`src/rtl/vedic_seq_mul.sv`:
```
// Sequential WIDTH x WIDTH unsigned multiplier: one (WIDTH/2)x(WIDTH/2) Urdhva
// sub-multiplier reused over four cycles, partial products summed by a ha/fa ripple adder.

module vedic_ha (
   input  logic x,
   input  logic y,
   output logic s,
   output logic c
);
   assign s = x ^ y;
   assign c = x & y;
endmodule

module vedic_fa (
   input  logic x,
   input  logic y,
   input  logic ci,
   output logic s,
   output logic co
);
   assign s  = x ^ y ^ ci;
   assign co = (x & y) | (ci & (x ^ y));
endmodule

module vedic_seq_mul #(
   parameter int WIDTH = 8
) (
   input  logic               clk,
   input  logic               rst_n,
   input  logic               in_valid,
   output logic               in_ready,
   input  logic [WIDTH-1:0]   a,
   input  logic [WIDTH-1:0]   b,
   output logic               out_valid,
   input  logic               out_ready,
   output logic [2*WIDTH-1:0] product,
   output logic               busy
);
   localparam int H  = WIDTH / 2;
   localparam int PW = 2 * WIDTH;

   typedef enum logic [1:0] {IDLE, CALC, DONE} state_t;

   state_t            state, state_nxt;
   logic [1:0]        step;
   logic [WIDTH-1:0]  a_q, b_q;
   logic [H-1:0]      op_a, op_b;
   logic [WIDTH-1:0]  pp;
   logic [PW-1:0]     acc, pp_ext, sum;
   logic [PW-2:0]     carry;
   logic              accept;

   // Handshakes: a transfer happens on a rising edge where valid && ready are both high;
   // valid never waits on ready, and a held valid keeps its payload stable until the transfer.
   always_ff @(posedge clk or negedge rst_n) begin
      if (!rst_n) state <= IDLE;
      else        state <= state_nxt;
   end

   always_comb begin
      state_nxt = state;
      in_ready  = 1'b0;
      out_valid = 1'b0;
      busy      = 1'b1;
      accept    = 1'b0;
      case (state)
         IDLE: begin
            in_ready = 1'b1;
            busy     = 1'b0;
            accept   = in_valid;
            if (in_valid) state_nxt = CALC;
         end
         CALC: begin
            if (step == 2'd3) state_nxt = DONE;
         end
         DONE: begin
            out_valid = 1'b1;
            if (out_ready) state_nxt = IDLE;
         end
         default: state_nxt = IDLE;
      endcase
   end

   // step[0] picks the half of a, step[1] the half of b: AL*BL, AH*BL, AL*BH, AH*BH.
   assign op_a = step[0] ? a_q[WIDTH-1:H] : a_q[H-1:0];
   assign op_b = step[1] ? b_q[WIDTH-1:H] : b_q[H-1:0];
   assign pp   = {{H{1'b0}}, op_a} * {{H{1'b0}}, op_b};

   always_comb begin
      pp_ext = '0;
      case (step)
         2'd0:    pp_ext = {{WIDTH{1'b0}}, pp};
         2'd1,
         2'd2:    pp_ext = {{H{1'b0}}, pp, {H{1'b0}}};
         default: pp_ext = {pp, {WIDTH{1'b0}}};
      endcase
   end

   // Ripple accumulator; the top bit needs no carry-out since acc never exceeds the product.
   vedic_ha u_ha0 (.x(acc[0]), .y(pp_ext[0]), .s(sum[0]), .c(carry[0]));

   for (genvar i = 1; i < PW - 1; i++) begin : g_fa
      vedic_fa u_fa (.x(acc[i]), .y(pp_ext[i]), .ci(carry[i-1]), .s(sum[i]), .co(carry[i]));
   end

   assign sum[PW-1] = acc[PW-1] ^ pp_ext[PW-1] ^ carry[PW-2];

   always_ff @(posedge clk or negedge rst_n) begin
      if (!rst_n) begin
         a_q     <= '0;
         b_q     <= '0;
         acc     <= '0;
         step    <= '0;
         product <= '0;
      end else if (accept) begin
         a_q  <= a;
         b_q  <= b;
         acc  <= '0;
         step <= '0;
      end else if (state == CALC) begin
         acc  <= sum;
         step <= step + 2'd1;
         if (step == 2'd3) product <= sum;
      end
   end
endmodule
```
`config.mk`:
```
export PLATFORM = sky130hd
export DESIGN_NAME = vedic_seq_mul
export DESIGN_NICKNAME = d
export VERILOG_FILES = /design/src/rtl/vedic_seq_mul.sv
export SDC_FILE = /design/constraint.sdc
export NUM_CORES = 1
export LEC_CHECK = 0
export CAP_MARGIN = 40
export CORE_MARGIN = 4
export CORE_UTILIZATION = 52
export DETAILED_ROUTE_END_ITERATION = 8
export PLACE_DENSITY = 0.72
export SYNTH_ARGS = -nofsm -noshare
export SYNTH_HDL_FRONTEND = slang
export SYNTH_HIERARCHICAL = 1
export SYNTH_SLANG_ARGS = --single-unit
export TNS_END_PERCENT = 100
```
`constraint.sdc`:
```
create_clock -name clk -period 15.6 [get_ports clk]
set_input_delay 3.12 -clock clk [delete_from_list [all_inputs] [get_ports clk]]
set_output_delay 3.12 -clock clk [all_outputs]
set_load 0.01 [all_outputs]
```
; Word-level counts from Yosys, hierarchy flattened
; Index checks and enable logic that the tools add are counted.
[totals]
ff_bits = 52
latch_bits = 0
ramBits = 0
rom_bits = 0
inputBits = 20
output_inout_bits = 19
wordCells = 112
memories = 0
[op_classes]
addsub = 1
n_mul = 1
n_div = 0
order_cmp = 0
eq_ne = 8
n_shift = 0
n_mux = 15
n_bitwise = 75
n_reduce_logical = 6
[ops]
columns = op, n
row1 = 16-bit 2-to-1 mux, 2
row2 = 16-bit case mux with 2 select lines, 1
row3 = 1-bit XOR, 31
row4 = 1-bit AND, 29
row5 = 1-bit OR, 14
row6 = 2-bit 2-to-1 mux, 5
row7 = 4-bit by 4-bit multiplier with 8-bit output, 1
row8 = 4-bit 2-to-1 mux, 2
row9 = "2-bit == test, second input constant", 3
row10 = 2-bit case mux with 3 select lines, 1
row11 = 3-bit AND reduction, 2
row12 = "2-bit by 1-bit == test with 1-bit output, second input constant", 2
row13 = 2-bit logical NOT, 2
row14 = 1-bit 2-to-1 mux, 4
row15 = "2-bit != test, second input constant", 2
row16 = "2-bit by 1-bit adder with 2-bit output, second input constant", 1
row17 = "2-bit by 1-bit != test with 1-bit output, second input constant", 1
row18 = 2-bit nonzero test, 1
row19 = 2-bit OR reduction, 1
row20 = 1-bit NOT, 1

; Longest topological paths before layout
[depth]
ltp_word = 35
mapped_depth = 25

; Cells and area by module
; Netlist, hierarchy kept.
[by_module_without_submodules]
columns = module, n_inst, cells_per_inst, area_each_um2, seq_area_each_um2
row1 = vedic_seq_mul, 1, 266, 2851.5, 1301.2
row2 = vedic_fa, 14, 1, 20.0, 0.0
row3 = vedic_ha, 1, 1, 12.5, 0.0

; Worst setup path after synthesis
; No wires, ideal clock.
[synth_timing]
path_kind = register to register
start = register step[0]
end = register acc[15]
setup_time_ps = 83
arrival_time_ps = 8061
t_required_ps = 15517
setup_slack_ps = 7457
path_stages_with_launch = 25
n_path_buf = 1
synth_period_minus_slack_ps = 8143
path_cell_list = dfrtp_1 > clkbuf_1 > mux2i_1 > or2_2 > fa_1 > inv_1 > fa_1 > inv_1 > fa_1 > nor3b_1 > fa_1 > fa_1 > fa_1 > fa_1 > fa_1 > fa_1 > fa_1 > fa_1 > fa_1 > fa_1 > fa_1 > fa_1 > a31o_1 > a211o_1 > o21ai_0
[synth_rtl]
columns = element, line_no
row1 = "start, declared", 45  ; logic [1:0] step;
row2 = "start signal, assigned", 122  ; step <= step + 2'd1;
row3 = 4-bit 2-to-1 mux (tied with other cells), 85  ; assign op_a = step[0] ? a_q[WIDTH-1:H] : a_q[H-1:0];
row4 = 4-bit by 4-bit multiplier with 8-bit output / 2-bit OR reduction (equally long branches), "87, 91"
row5 = 16-bit case mux with 2 select lines (*), 91  ; case (step)
row6 = via pp_ext[3], 49  ; logic [PW-1:0] acc, pp_ext, sum;
row7 = 1-bit XOR, 22  ; assign co = (x & y) | (ci & (x ^ y));
row8 = 1-bit AND, 22
row9 = 1-bit OR (*), 22
row10 = via carry[3], 50  ; logic [PW-2:0] carry;
row11 = (+2 left out), -
row12 = via carry[4], 50
row13 = (+2 left out), -
row14 = via carry[5], 50
row15 = (+2 left out), -
row16 = via carry[6], 50
row17 = (+2 left out), -
row18 = via carry[7], 50
row19 = (+2 left out), -
row20 = via carry[8], 50
row21 = (+2 left out), -
row22 = via carry[9], 50
row23 = (+2 left out), -
row24 = via carry[10], 50
row25 = (+2 left out), -
row26 = via carry[11], 50
row27 = (+2 left out), -
row28 = via carry[12], 50
row29 = (+1 left out), -
row30 = 1-bit OR (*), 22
row31 = via carry[13], 50
row32 = 1-bit AND (*), 22
row33 = 1-bit OR (*), 22
row34 = via carry[14], 50
row35 = 1-bit XOR (*), 106  ; assign sum[PW-1] = acc[PW-1] ^ pp_ext[PW-1] ^ carry[PW-2];
row36 = 16-bit 2-to-1 mux (*), 120  ; end else if (state == CALC) begin
row37 = 16-bit 2-to-1 mux (*), 115  ; end else if (accept) begin
row38 = "end signal, assigned", 121  ; acc <= sum;
row39 = "end, declared", 49
; Mark *: on every way through the listed nets, which the timed path passes. The rest lies on a longest branch. The select of a mux whose other input is x is not followed.
; A chain may end at the register's enable or synchronous reset.

; Worst setup path in the final report
; Ends and elaborated chain as after synthesis.

==> metrics.txt <==
# TYPE chip_impl_metric gauge
chip_impl_info{name="result_of_the_run",value="complete, no violations"} 1
chip_impl_metric{name="report.final.hold_viol_count",unit=""} 0
chip_impl_metric{name="grt.total_usage",unit="%"} 17.07
chip_impl_metric{name="fin_area",unit="um2"} 3638
chip_impl_metric{name="drt_wl_total",unit="mm"} 5.730
chip_impl_metric{name="worst-slew-pin-transition",unit="ps"} 793.9
chip_impl_metric{name="worst_setup_hold_path_clk_slew",unit="ps"} 80
chip_impl_metric{name="first_pass_iteration_count_of_the_detailed_router",unit=""} 4
chip_impl_metric{name="syn_area_per_cell",unit="um2"} 11.19
chip_impl_metric{name="finClkSkew",unit="ps"} 10.52
chip_impl_metric{name="initial_core_util",unit="%"} 53.42
chip_impl_metric{name="die_height",unit="um"} 85.76
chip_impl_metric{name="critical_path_peak_fanout",unit=""} 9
chip_impl_metric{name="floorplan.die.width",unit="um"} 85.76
chip_impl_metric{name="globalRoute.totalOverflow",unit=""} 0
chip_impl_metric{name="grt_start_max_net_pins",unit=""} 53
chip_impl_metric{name="n_antenna_cell",unit=""} 0
chip_impl_metric{name="route.met2.wl",unit="mm"} 2.893
chip_impl_metric{name="hold-worst-slack",unit="ps"} 509.4
chip_impl_metric{name="syn2layout_area_growth",unit="%"} 15.72
chip_impl_metric{name="setup-tns-final",unit="ps"} 0
chip_impl_metric{name="met1Wirelength",unit="mm"} 2.578
chip_impl_info{name="most_used_standard_cell_by_instance_count_after_synthesis",value="dfrtp_1"} 1
chip_impl_metric{name="io_pins",unit=""} 39
chip_impl_metric{name="cts_buffers",unit=""} 5
chip_impl_metric{name="max-slew-margin-rel",unit="%"} 46.94
chip_impl_metric{name="placed_area",unit="um2"} 3561
chip_impl_metric{name="place.gp.congestion",unit=""} 0.7869
chip_impl_metric{name="worst-endpoint-required",unit="ps"} 15820
chip_impl_metric{name="max_cap_violations",unit=""} 0
chip_impl_metric{name="nets",unit=""} 370
chip_impl_metric{name="synth.lib_cells_used.distinct",unit=""} 41
chip_impl_metric{name="number_of_antenna_violations_at_the_first_check_in_global_routing",unit=""} 0
chip_impl_metric{name="drt-vias-per-instance",unit=""} 5.457
chip_impl_metric{name="layout-drive-gt1-share",unit="%"} 15.77
chip_impl_metric{name="netlist.area_leader.share",unit="%"} 41.38
chip_impl_metric{name="num-fill-cells",unit=""} 506
chip_impl_metric{name="synth_fp_nets",unit=""} 334
chip_impl_metric{name="post_cts.repair.setup_buffers",unit=""} 0
chip_impl_metric{name="routedWlPerCell",unit="um"} 14.62
chip_impl_metric{name="asyncSetResetFlopFracSynth",unit="%"} 100.0
chip_impl_metric{name="fmax",unit="GHz"} 0.1197
chip_impl_metric{name="final_worst_path_period_share",unit="%"} 53.54
chip_impl_metric{name="max_buffers_root_to_sink",unit=""} 2
chip_impl_info{name="cts_tree",value="done"} 1
chip_impl_metric{name="numPortBuffers",unit=""} 38
chip_impl_metric{name="number_of_hold_buffers_added_after_cts",unit=""} 0
chip_impl_metric{name="timing.final.max_slew_violations",unit=""} 0
chip_impl_metric{name="routed-wl-met3",unit="um"} 193
chip_impl_info{name="post-synth-top-area-cell",value="dfrtp_1"} 1
chip_impl_metric{name="grt_pass1_vias",unit=""} 2185
chip_impl_metric{name="dp_hpwl",unit="mm"} 4.325
chip_impl_info{name="synth_top_cells_by_count",value="52 x dfrtp_1, 36 x nand2_1, 32 x mux2_2, 19 x o21ai_0, 18 x fa_1"} 1
chip_impl_metric{name="postSynthCellCount",unit=""} 281
chip_impl_info{name="synth-main-ff-cell",value="dfrtp_1"} 1
chip_impl_metric{name="floorplan.die_area",unit="um2"} 7355
chip_impl_metric{name="number_of_enable_flip_flop_cells_after_synthesis",unit=""} 0
chip_impl_metric{name="fin_crit",unit="ps"} 8353
chip_impl_metric{name="sequential_area_share_after_synthesis",unit="%"} 41.38
chip_impl_metric{name="core-area",unit="um2"} 5886
chip_impl_info{name="clk_root_buffer_cell",value="clkbuf_8"} 1
chip_impl_info{name="cp-start-kind",value="flop"} 1
chip_impl_info{name="timing.setup.critical_path_class",value="reg2reg"} 1
chip_impl_metric{name="clock_insertion_delay_worst_skew",unit="ps"} 310
chip_impl_metric{name="cts-htree-levels",unit=""} 2
chip_impl_metric{name="detail-route-antenna-nets",unit=""} 0
chip_impl_info{name="synth_area_leaders",value="dfrtp_1 41%, fa_1 11%, mux2_2 11%, ha_1 6.0%, nand2_1 4.3%"} 1
chip_impl_metric{name="synth.yosys.warnings",unit=""} 6
chip_impl_metric{name="clock_sinks",unit=""} 52
chip_impl_metric{name="vias",unit=""} 2139
chip_impl_info{name="holdCritPathClass",value="reg2reg"} 1
chip_impl_info{name="critPathCaptureType",value="flop"} 1
chip_impl_metric{name="grt_first_pass_wirelength",unit="mm"} 9.956
chip_impl_metric{name="ys_ff_latch",unit=""} 52
chip_impl_metric{name="cts-resized-gates",unit=""} 0
chip_impl_info{name="setup_repair_after_global_routing_missed_its_margin",value="false"} 1
chip_impl_metric{name="rows",unit=""} 28
chip_impl_metric{name="syn_area",unit="um2"} 3144
chip_impl_metric{name="critical_path_arrival",unit="ps"} 8580
chip_impl_metric{name="finalSetupViolCount",unit=""} 0
chip_impl_metric{name="detail_route.iter0.violations",unit=""} 81
chip_impl_metric{name="drcViolationCount",unit=""} 0
chip_impl_info{name="dr.max_layer_used",value="met4"} 1
[worst paths after layout]
check                                   to  cells past startpoint  startpoint  slack [ps]
min in group asynchronous          acc[10]                      2       rst_n        2920
max in group asynchronous          acc[15]                      2       rst_n       12240
worst min-delay path            product[1]                      1  product[1]         510
worst min register to register  product[1]                      1  product[1]         510
worst max-delay path               acc[15]                     23     step[0]        7250
worst max register to register     acc[15]                     23     step[0]        7250
[state kept, by name (all words and copies together), names as in the netlist]
register and flops:
state 2, acc 16, a_q 8, b_q 8
product 16, step 2
[layer usage]
layer | up-vias | track usage, %
met2 | 45 | 28.81
met3 | 6 | 3.842
met1 | 1061 | 21.94
met5 | - | 0
met4 | 0 | 5.324
li1 | 1027 | -
[logic make-up (layout without fill, tap and decap cells)]
logic type | count (synthesis) | count (layout) | synth area share, %
adders and majority gates | 33 | 33 | 17.43
xor gates and xnor gates | 3 | 3 | 0.8358
and+or+nand+nor | 79 | 79 | 12.26
AOI/OAI and AO/OA | 45 | 45 | 9.551
muxes | 40 | 40 | 14.01
DFF | 52 | 52 | 41.38
buffers and inverters | 29 | 65 | 4.537
[layout by cell type (no fill, tap or decap), types with 5 or more instances in the layout]
cell type,count
dfrtp_1,52
clkdlybuf4s50_1,37
nand2_1,36
mux2_2,32
o21ai_0,19
fa_1,18
inv_1,16
nor2_1,15
ha_1,15
mux2i_1,8
and2_1,5
a21oi_1,5
clkbuf_8,5
[through the flow]
stage	utilization (%)	setup WS [ps]	instances
CTS	61.82	7242	392
detailed placement	60.50	7280	385
global placement	60.50	7407	385
finish	61.82	7247	392
floorplan	-	7457	281
global route	61.82	6898	392
[area by class of cell]
class	count	area (um2)	area share (%)
Sequential cell	52	1301	35.76
Timing Repair Buffer	42	405.4	11.14
Tap cell	75	93.84	2.579
Inverter	16	60.06	1.651
Multi-Input combinational cell	200	1700	46.73
Clock buffer	6	72.57	1.994
Clock inverter	1	5.005	0.1376
[critical path: stages, from the launching register on]
cell and delay [ps]:
dfrtp_1 570, mux2i_1 210, or2_2 350, fa_1 540, inv_1 50, fa_1 550, inv_1 60, fa_1 550
nor3b_1 70, fa_1 450, fa_1 410, fa_1 400, fa_1 390, fa_1 390, fa_1 390, fa_1 390
fa_1 390, fa_1 390, fa_1 380, fa_1 380, fa_1 420, a31o_1 220, a211o_1 250, o21ai_0 60
Power is left out: the tool's default activity adds up to more than one toggle a clock period on the data nets, which glitch-free logic cannot reach.
